## config.mk

```make
export PLATFORM = sky130hd
export DESIGN_NAME = collision_detector
export DESIGN_NICKNAME = d
export VERILOG_FILES = /design/src/rtl/collision_detector_pkg.sv /design/src/rtl/collision_detector_collision_test.sv /design/src/rtl/collision_detector.sv
export SDC_FILE = /design/constraint.sdc
export NUM_CORES = 2
export LEC_CHECK = 0
export CAP_MARGIN = 15
export CORE_ASPECT_RATIO = 0.9
export CORE_MARGIN = 1
export CORE_UTILIZATION = 45
export CTS_CLUSTER_DIAMETER = 150
export DETAILED_ROUTE_END_ITERATION = 12
export GPL_TIMING_DRIVEN = 0
export HOLD_SLACK_MARGIN = 0.02
export PLACE_DENSITY = 0.71
export REMOVE_ABC_BUFFERS = 1
export SLEW_MARGIN = 30
export SYNTH_ARGS = -nofsm -noshare
export SYNTH_HDL_FRONTEND = slang
export SYNTH_SLANG_ARGS = --single-unit
```

## constraint.sdc

```tcl
create_clock -name clock -period 13 [get_ports clock]
set_clock_uncertainty 0.1 [all_clocks]
set_input_delay 1.95 -clock clock [delete_from_list [all_inputs] [get_ports clock]]
set_output_delay 1.95 -clock clock [all_outputs]
set_load 0.02 [all_outputs]
```

## src/rtl/collision_detector_pkg.sv

```systemverilog
// Shared physics package: default geometry, rectangle-table layout,
// contact-vector bit positions, scan FSM encoding and a margin helper.
package collision_detector_pkg;

    // Default geometry (position units) and table size
    localparam int DEF_N_RECT   = 8;
    localparam int DEF_PLAYER_W = 32;
    localparam int DEF_PLAYER_H = 64;
    localparam int DEF_MARGIN   = 4;

    // rect_wdata layout: {valid, is_platform, x_min, x_max, y_min, y_max}
    localparam int COORD_W        = 32;
    localparam int RECT_W         = 130;
    localparam int RECT_VALID_BIT = 129;
    localparam int RECT_PLAT_BIT  = 128;
    localparam int RECT_XMIN_LSB  = 96;
    localparam int RECT_XMAX_LSB  = 64;
    localparam int RECT_YMIN_LSB  = 32;
    localparam int RECT_YMAX_LSB  = 0;

    // Bit positions inside a per-player contact vector
    localparam int N_HIT  = 5;
    localparam int HIT_L  = 4;
    localparam int HIT_R  = 3;
    localparam int HIT_U  = 2;
    localparam int HIT_D  = 1;
    localparam int HIT_PD = 0;

    typedef enum logic [1:0] {
        ST_IDLE   = 2'd0,
        ST_SNAP   = 2'd1,
        ST_SCAN   = 2'd2,
        ST_UPDATE = 2'd3
    } state_t;

    // True when |diff| <= margin; diff is wide enough that it never wraps
    function automatic logic within_margin(input logic signed [33:0] diff,
                                           input int margin);
        logic signed [33:0] lim;
        lim = 34'(margin);
        return (diff <= lim) && (diff >= -lim);
    endfunction

endpackage

```

## src/rtl/collision_detector_collision_test.sv

```systemverilog
// One rectangle against one player box: the five contact flags plus the
// raw vertical-overlap term. Purely combinational.
module collision_test
    import collision_detector_pkg::*;
#(
    parameter int PLAYER_W = DEF_PLAYER_W,
    parameter int PLAYER_H = DEF_PLAYER_H,
    parameter int MARGIN   = DEF_MARGIN
) (
    input  logic               i_valid,
    input  logic               i_is_platform,
    input  logic signed [31:0] i_px,
    input  logic signed [31:0] i_py,
    input  logic signed [31:0] i_x_min,
    input  logic signed [31:0] i_x_max,
    input  logic signed [31:0] i_y_min,
    input  logic signed [31:0] i_y_max,
    output logic               o_wall_l,
    output logic               o_wall_r,
    output logic               o_wall_u,
    output logic               o_wall_d,
    output logic               o_platf_d,
    output logic               o_vov
);

    // Edges widened to 33 bits so px+W / py+H cannot wrap
    logic signed [32:0] w_px, w_py, w_px_end, w_py_end;
    logic signed [32:0] w_xmin, w_xmax, w_ymin, w_ymax;
    // Edge-to-edge distances; one more bit because two 33-bit edges can
    // differ by more than 2^32
    logic signed [33:0] w_d_bot, w_d_top, w_d_left, w_d_right;
    logic w_hov, w_vov;
    logic w_near_bot, w_near_top, w_near_left, w_near_right;
    logic w_solid, w_plat;

    assign w_px     = 33'(i_px);
    assign w_py     = 33'(i_py);
    assign w_px_end = w_px + 33'(PLAYER_W);
    assign w_py_end = w_py + 33'(PLAYER_H);
    assign w_xmin   = 33'(i_x_min);
    assign w_xmax   = 33'(i_x_max);
    assign w_ymin   = 33'(i_y_min);
    assign w_ymax   = 33'(i_y_max);

    assign w_hov = (w_px < w_xmax) && (w_px_end > w_xmin);
    assign w_vov = (w_py < w_ymax) && (w_py_end > w_ymin);

    assign w_d_bot   = 34'(w_py_end) - 34'(w_ymin);
    assign w_d_top   = 34'(w_py)     - 34'(w_ymax);
    assign w_d_left  = 34'(w_px)     - 34'(w_xmax);
    assign w_d_right = 34'(w_px_end) - 34'(w_xmin);

    assign w_near_bot   = within_margin(w_d_bot,   MARGIN);
    assign w_near_top   = within_margin(w_d_top,   MARGIN);
    assign w_near_left  = within_margin(w_d_left,  MARGIN);
    assign w_near_right = within_margin(w_d_right, MARGIN);

    // An empty slot never produces contact of any kind
    assign w_solid = i_valid & ~i_is_platform;
    assign w_plat  = i_valid &  i_is_platform;

    assign o_wall_d  = w_solid & w_hov & w_near_bot;
    assign o_wall_u  = w_solid & w_hov & w_near_top;
    assign o_wall_l  = w_solid & w_vov & w_near_left;
    assign o_wall_r  = w_solid & w_vov & w_near_right;
    assign o_platf_d = w_plat  & w_hov & w_near_bot;
    assign o_vov     = i_valid & w_vov;

endmodule

```

## src/rtl/collision_detector.sv

```systemverilog
// Two-player collision scanner. On a call it snapshots both players, walks
// the rectangle table one slot per cycle testing both players in parallel,
// then publishes the OR-ed contacts and pulses done.
module collision_detector
    import collision_detector_pkg::*;
#(
    parameter int N_RECT   = DEF_N_RECT,
    parameter int PLAYER_W = DEF_PLAYER_W,
    parameter int PLAYER_H = DEF_PLAYER_H,
    parameter int MARGIN   = DEF_MARGIN,
    localparam int ADDR_W  = (N_RECT > 1) ? $clog2(N_RECT) : 1
) (
    input  logic                clock,
    input  logic                reset,
    input  logic                call,
    input  logic [63:0]         pos1,
    input  logic [63:0]         pos2,
    input  logic                drop1,
    input  logic                drop2,
    input  logic                rect_we,
    input  logic [ADDR_W-1:0]   rect_addr,
    input  logic [RECT_W-1:0]   rect_wdata,
    output logic                wallL1,
    output logic                wallR1,
    output logic                wallU1,
    output logic                wallD1,
    output logic                platfD1,
    output logic                platfT1,
    output logic                wallL2,
    output logic                wallR2,
    output logic                wallU2,
    output logic                wallD2,
    output logic                platfD2,
    output logic                platfT2,
    output logic                busy,
    output logic                done
);

    // Table rounded up to a power of two so any rect_addr is in range;
    // slots beyond N_RECT are never scanned
    localparam int DEPTH = 1 << ADDR_W;
    localparam logic [ADDR_W-1:0] LAST_IDX = ADDR_W'(N_RECT - 1);

    state_t r_state, w_state_next;
    logic   w_snap, w_scan, w_update;

    logic [ADDR_W-1:0] r_index;
    logic [ADDR_W-1:0] w_rd_addr;
    logic              w_we;

    // Geometry lives in an array without reset; valid bits sit beside it
    // in flops so reset can empty the table in one cycle
    logic [RECT_W-2:0] r_mem [DEPTH];
    logic [RECT_W-2:0] r_rd_data;
    logic [DEPTH-1:0]  r_valid;
    logic              r_rd_valid;

    logic signed [31:0] w_x_min, w_x_max, w_y_min, w_y_max;
    logic               w_rect_plat;

    logic              r_done;
    logic [63:0]       w_pos_in  [2];
    logic              w_drop_in [2];
    logic [N_HIT:0]    w_out     [2];

    // State register
    always_ff @(posedge clock) begin
        if (reset) begin
            r_state <= ST_IDLE;
        end else begin
            r_state <= w_state_next;
        end
    end

    // Next-state logic; call only matters in IDLE
    always_comb begin
        w_state_next = r_state;
        case (r_state)
            ST_IDLE:   if (call) w_state_next = ST_SNAP;
            ST_SNAP:   w_state_next = ST_SCAN;
            ST_SCAN:   if (r_index == LAST_IDX) w_state_next = ST_UPDATE;
            ST_UPDATE: w_state_next = ST_IDLE;
            default:   w_state_next = ST_IDLE;
        endcase
    end

    // Per-state control strobes
    always_comb begin
        busy     = 1'b0;
        w_snap   = 1'b0;
        w_scan   = 1'b0;
        w_update = 1'b0;
        case (r_state)
            ST_SNAP:   begin busy = 1'b1; w_snap   = 1'b1; end
            ST_SCAN:   begin busy = 1'b1; w_scan   = 1'b1; end
            ST_UPDATE: begin busy = 1'b1; w_update = 1'b1; end
            default:   ;
        endcase
    end

    // Scan index: cleared on SNAP, advanced once per SCAN cycle
    always_ff @(posedge clock) begin
        if (reset) begin
            r_index <= '0;
        end else if (w_snap) begin
            r_index <= '0;
        end else if (w_scan) begin
            r_index <= (r_index == LAST_IDX) ? '0 : r_index + ADDR_W'(1);
        end
    end

    // Prefetch address: slot 0 during SNAP, then the slot after the one
    // being tested, so the registered read is always one step ahead
    assign w_rd_addr = (w_scan && (r_index != LAST_IDX)) ? r_index + ADDR_W'(1) : '0;
    assign w_we      = rect_we && (r_state == ST_IDLE);

    // Table geometry: write in IDLE, registered read
    always_ff @(posedge clock) begin
        if (w_we) begin
            r_mem[rect_addr] <= rect_wdata[RECT_W-2:0];
        end
        r_rd_data <= r_mem[w_rd_addr];
    end

    // Table valid bits: cleared on reset, registered read alongside geometry
    always_ff @(posedge clock) begin
        if (reset) begin
            r_valid    <= '0;
            r_rd_valid <= 1'b0;
        end else begin
            if (w_we) begin
                r_valid[rect_addr] <= rect_wdata[RECT_VALID_BIT];
            end
            r_rd_valid <= r_valid[w_rd_addr];
        end
    end

    assign w_rect_plat = r_rd_data[RECT_PLAT_BIT];
    assign w_x_min     = $signed(r_rd_data[RECT_XMIN_LSB +: COORD_W]);
    assign w_x_max     = $signed(r_rd_data[RECT_XMAX_LSB +: COORD_W]);
    assign w_y_min     = $signed(r_rd_data[RECT_YMIN_LSB +: COORD_W]);
    assign w_y_max     = $signed(r_rd_data[RECT_YMAX_LSB +: COORD_W]);

    assign w_pos_in[0]  = pos1;
    assign w_pos_in[1]  = pos2;
    assign w_drop_in[0] = drop1;
    assign w_drop_in[1] = drop2;

    for (genvar gi = 0; gi < 2; gi++) begin : g_player
        logic signed [31:0] r_px, r_py;
        logic               r_drop;
        logic [N_HIT-1:0]   r_acc, r_flags, w_hit;
        logic               r_eng, r_platf_t;
        logic               w_vov, w_eng;

        collision_test #(
            .PLAYER_W (PLAYER_W),
            .PLAYER_H (PLAYER_H),
            .MARGIN   (MARGIN)
        ) u_test (
            .i_valid       (r_rd_valid),
            .i_is_platform (w_rect_plat),
            .i_px          (r_px),
            .i_py          (r_py),
            .i_x_min       (w_x_min),
            .i_x_max       (w_x_max),
            .i_y_min       (w_y_min),
            .i_y_max       (w_y_max),
            .o_wall_l      (w_hit[HIT_L]),
            .o_wall_r      (w_hit[HIT_R]),
            .o_wall_u      (w_hit[HIT_U]),
            .o_wall_d      (w_hit[HIT_D]),
            .o_platf_d     (w_hit[HIT_PD]),
            .o_vov         (w_vov)
        );

        // The player is still engaged with a platform while overlapping it
        // vertically or resting on it; resting counts so a drop request
        // issued while standing on the platform is not cancelled at once
        assign w_eng = (w_vov & w_rect_plat) | w_hit[HIT_PD];

        // Snapshot on SNAP, accumulate on SCAN, publish on UPDATE
        always_ff @(posedge clock) begin
            if (reset) begin
                r_px      <= '0;
                r_py      <= '0;
                r_drop    <= 1'b0;
                r_acc     <= '0;
                r_eng     <= 1'b0;
                r_flags   <= '0;
                r_platf_t <= 1'b0;
            end else begin
                if (w_snap) begin
                    r_px   <= w_pos_in[gi][63:32];
                    r_py   <= w_pos_in[gi][31:0];
                    r_drop <= w_drop_in[gi];
                    r_acc  <= '0;
                    r_eng  <= 1'b0;
                end
                if (w_scan) begin
                    r_acc <= r_acc | w_hit;
                    r_eng <= r_eng | w_eng;
                end
                if (w_update) begin
                    r_flags   <= r_acc;
                    // losing the platform clears, otherwise drop-on-platform sets
                    r_platf_t <= r_eng & (r_platf_t | (r_drop & r_flags[HIT_PD]));
                end
            end
        end

        assign w_out[gi] = {r_flags, r_platf_t};
    end

    // done is raised together with the freshly published flags
    always_ff @(posedge clock) begin
        if (reset) begin
            r_done <= 1'b0;
        end else begin
            r_done <= w_update;
        end
    end

    assign done    = r_done;
    assign wallL1  = w_out[0][HIT_L  + 1];
    assign wallR1  = w_out[0][HIT_R  + 1];
    assign wallU1  = w_out[0][HIT_U  + 1];
    assign wallD1  = w_out[0][HIT_D  + 1];
    assign platfD1 = w_out[0][HIT_PD + 1];
    assign platfT1 = w_out[0][0];
    assign wallL2  = w_out[1][HIT_L  + 1];
    assign wallR2  = w_out[1][HIT_R  + 1];
    assign wallU2  = w_out[1][HIT_U  + 1];
    assign wallD2  = w_out[1][HIT_D  + 1];
    assign platfD2 = w_out[1][HIT_PD + 1];
    assign platfT2 = w_out[1][0];

endmodule
```

==> summary.txt <==
Run status
  – Status: finished clean

Power and ir drop
  – Pwr dens: 190 nW/um^2
  – Max VDD drop: 94.5 uV
  – Leakage: 29.5 nW

Floorplan
  – Ports: 281
  – Initial Util: 45.4%
  – Die Ht: 372 microns
  – Die area: 153000 sq um
  – Chip Width: 413 microns
  – Row cnt: 135
  – Core area: 151000 sq um

CTS
  – Hold_buf cts: 0
  – Post_cts resized: 0
  – Clk slew on worst S/H paths: 0.07 ns
  – Clock Latency Late Sink: 0.79 ns
  – Postcts setup bufs: 0
  – # clock sinks: 1330
  – TritonCTS buffer count: 138
  – H-tree Lvls: 4
  – CTS root buffer: clkbuf_16
  – Clock Path Buffers: 3
  – CTS tree: yes

Yosys
  – Unique masters post-synth: 113
  – Mapped Avg Cell Area: 11.1 sq um
  – Synth warn: 0
  – Netlist Area Pre-Place: 68300 sq um
  – Synth Instances: 6156
  – Yosys reg bits: 1330
  – Ys flop type: edfxtp_1
  – Post-synthesis async set-or-reset flop share: 0%
  – Number of synthesized flops with an enable pin: 1032
  – Sequential-to-total area share from yosys stat: 54.1%

Timing
  – Final Cycle Share: 47.2%
  – Clock period minus worst slack: 6.14 ns
  – Hold WS: 0.340 ns
  – Fin Setup TNS: 0 ns
  – Worst slew pin tran: 0.953 ns
  – Final Hold Viols: 0
  – Unrepaired setup endpoints after global routing: no
  – Max Fclk: 163 MHz
  – Setup violators final: 0
  – Slew Limit Fails: 0
  – Worst slew margin: 35.9%

Setup path
  – Top Family by Delay on Critical Path: simple AND/OR/NAND/NOR gates
  – Crit-path slowest cell: nor4_1
  – CP dominant cell by count: nand3_1
  – CP endpoint kind: register
  – CP required: 13.63 ns
  – Max FO, Critical Path: 7
  – CP Class: register to register
  – Buffers and inverters on the worst path: 0
  – Critical Path AT: 6.77 ns
  – CP max stage delay: 0.85 ns
  – Critical path, cell by cell: ha_1, nand3_1, nor2_1, and2_1, nand2_1, or2_2, nor2_1, xor2_1, ha_1, nand4_1, nor4_1, nand2_1, a211oi_1, nor3_1, xor2_1, nand3_1, nor4_1, nand4_1, or4_1, nand3_1
  – Worst Setup Start Kind: register

Routing
  – TritonRoute pass-1 iters: 6
  – Iteration-0 DRC Markers: 5138
  – WL final: 193000 microns
  – Antenna viol nets, final: 0
  – Avg WL per Cell: 22.5 microns
  – DR vias: 50500
  – DRC viols: 0
  – Vias per cell: 5.89

Min path
  – Min-Delay Path Class: register to register

Layout
  – Area growth syn-to-layout: 17.7%
  – Share of layout cells above drive strength 1: 8.84%
  – Nets: 7001

Placed design
  – Post-DP HPWL: 144000 microns
  – Port buffer count: 280
  – Gpl congestion: 0.939

GRT
  – Initial antenna violation count: 26
  – GRT overflow: 0
  – Global-route usage over all layers: 24.7%
  – Vias in the first global route: 47400
  – Largest net degree at the start of global routing: 87
  – First-pass GRT wire length: 289000 microns

Job
  – Maxcap violations: 0
==> layout make-up <==
class | count | area (sq um)
tap | 1986 | 2480
timing repair buffer | 456 | 6210
multi-input combinational | 4184 | 29100
clock inverter | 67 | 617
fill | 12700 | 70200
sequential | 1330 | 37000
inverter | 346 | 1300
antenna | 11 | 27.5
clock buffer | 190 | 3820
==> metal layers <==
metal	vias up	global-route usage (%)	part of all wire, %
met5	-	0	0.086
met2	1782	37.5	45
met1	24700	36.1	45
li1	23600	-	-
met3	279	4.48	7.7
met4	26	7.11	2.2
==> sequential cells by signal, indices dropped and copies added (netlist names) <==
name	cells
r_state	2
r_rd_valid	1
done	1
r_rd_data	129
r_mem	1032
platfT2	1
g_player.r_flags	10
g_player.r_drop	2
g_player.r_py	64
r_index	3
r_valid	8
g_player.r_acc	10
platfT1	1
g_player.r_px	64
g_player.r_eng	2
==> worst paths after layout <==
check                         end  slack (ns)  depth (start not counted)            startpoint
max          g_player[0].r_acc[3]        6.86                         20   g_player[0].r_px[5]
min          g_player[0].r_acc[2]        0.34                          2  g_player[0].r_acc[2]
max reg2reg  g_player[0].r_acc[3]        6.86                         20   g_player[0].r_px[5]
min reg2reg  g_player[0].r_acc[2]        0.34                          2  g_player[0].r_acc[2]
==> placed cells by master (no fill, tap or decap), types with 34 or more instances in the layout <==
master | Yosys | final
ha_1 | 271 | 269
nand3_1 | 119 | 119
xnor2_1 | 185 | 185
nand2b_1 | 40 | 39
mux2i_1 | 161 | 161
nor2_1 | 372 | 364
buf_4 | 1 | 46
nor2b_1 | 166 | 166
a31oi_1 | 34 | 34
mux4_2 | 130 | 130
clkdlybuf4s50_1 | 0 | 279
inv_1 | 345 | 345
o21ai_0 | 517 | 517
buf_16 | 0 | 89
dfxtp_1 | 298 | 297
a21o_1 | 98 | 98
and3_1 | 45 | 45
o21a_1 | 50 | 50
nor3_1 | 344 | 342
nor4_1 | 59 | 59
clkbuf_1 | 242 | 38
o21ai_1 | 38 | 38
xor2_1 | 106 | 106
nand4_1 | 95 | 95
nand2_1 | 417 | 417
clkbuf_16 | 0 | 141
a211oi_1 | 38 | 38
edfxtp_1 | 1032 | 1032
a21oi_1 | 403 | 402
o211ai_1 | 34 | 34
==> metrics by stage <==
stage / worst slack (ns) / util [%] / instances / area [sq um] / total power (W)
global route: 6.59 / 53.4 / 8569 / 80500 / 0.0161
floorplan: -13.51 / - / 5860 / 67200 / 0.00982
CTS: 7.02 / 53.4 / 8559 / 80400 / 0.0153
global placement: -50.56 / 48.1 / 8126 / 72500 / 0.0118
finish: 6.86 / 53.4 / 8570 / 80500 / 0.0153
detailed placement: 7.03 / 50.5 / 8302 / 76000 / 0.0114
==> cell usage after synthesis (18+ instances only) <==
master    count  area [sq um]
a31oi_1      34           213
o211ai_1     34           255
nand2_1     417          1570
and3_1       45           282
mux2i_1     161          1610
nor3_1      344          1720
nor2_1      372          1400
or3_1        25           156
xnor2_1     185          1620
and2_1       30           188
nand2b_1     40           250
xor2_1      106           928
edfxtp_1   1032         31000
a21oi_1     403          2020
o21ai_1      38           190
nor4_1       59           369
a211oi_1     38           285
dfxtp_1     298          5970
mux4_2      130          2930
a21o_1       98           736
buf_1        33           124
ha_1        271          3390
nand3_1     119           596
o21bai_1     19           143
o21ai_0     517          2590
clkbuf_1    242           908
inv_1       345          1290
o31ai_1      18           135
buf_2        20           100
o21a_1       50           375
nand4_1      95           594
nor2b_1     166          1040
==> worst reg2reg max path, stage by stage, from the launching register on <==
cell	delay, ns
dfxtp_1	0.50
ha_1	0.27
nand3_1	0.22
nor2_1	0.35
and2_1	0.27
nand2_1	0.08
or2_2	0.35
nor2_1	0.13
xor2_1	0.10
ha_1	0.42
nand4_1	0.16
nor4_1	0.85
nand2_1	0.13
a211oi_1	0.55
nor3_1	0.22
xor2_1	0.23
nand3_1	0.10
nor4_1	0.34
nand4_1	0.19
or4_1	0.43
nand3_1	0.09
==> where the power goes <==
group	internal, W	leakage [nW]	switching [W]
Sequential	0.00496	11.8	0.000337
Combinational	0.00241	15.5	0.00372
Clock	0.00218	2.16	0.00168
Total	0.00955	29.5	0.00574
==> logic make-up after synthesis <==
kind of cell,Yosys count,synth area share [%]
simple gates,1839,13.5
compound gates,1483,13.3
flops,1330,54.1
buf+inv,642,3.57
mux,293,6.67
xor+xnor,291,3.73
fa+ha+maj,278,5.17
(Power assumes the default switching activity.)
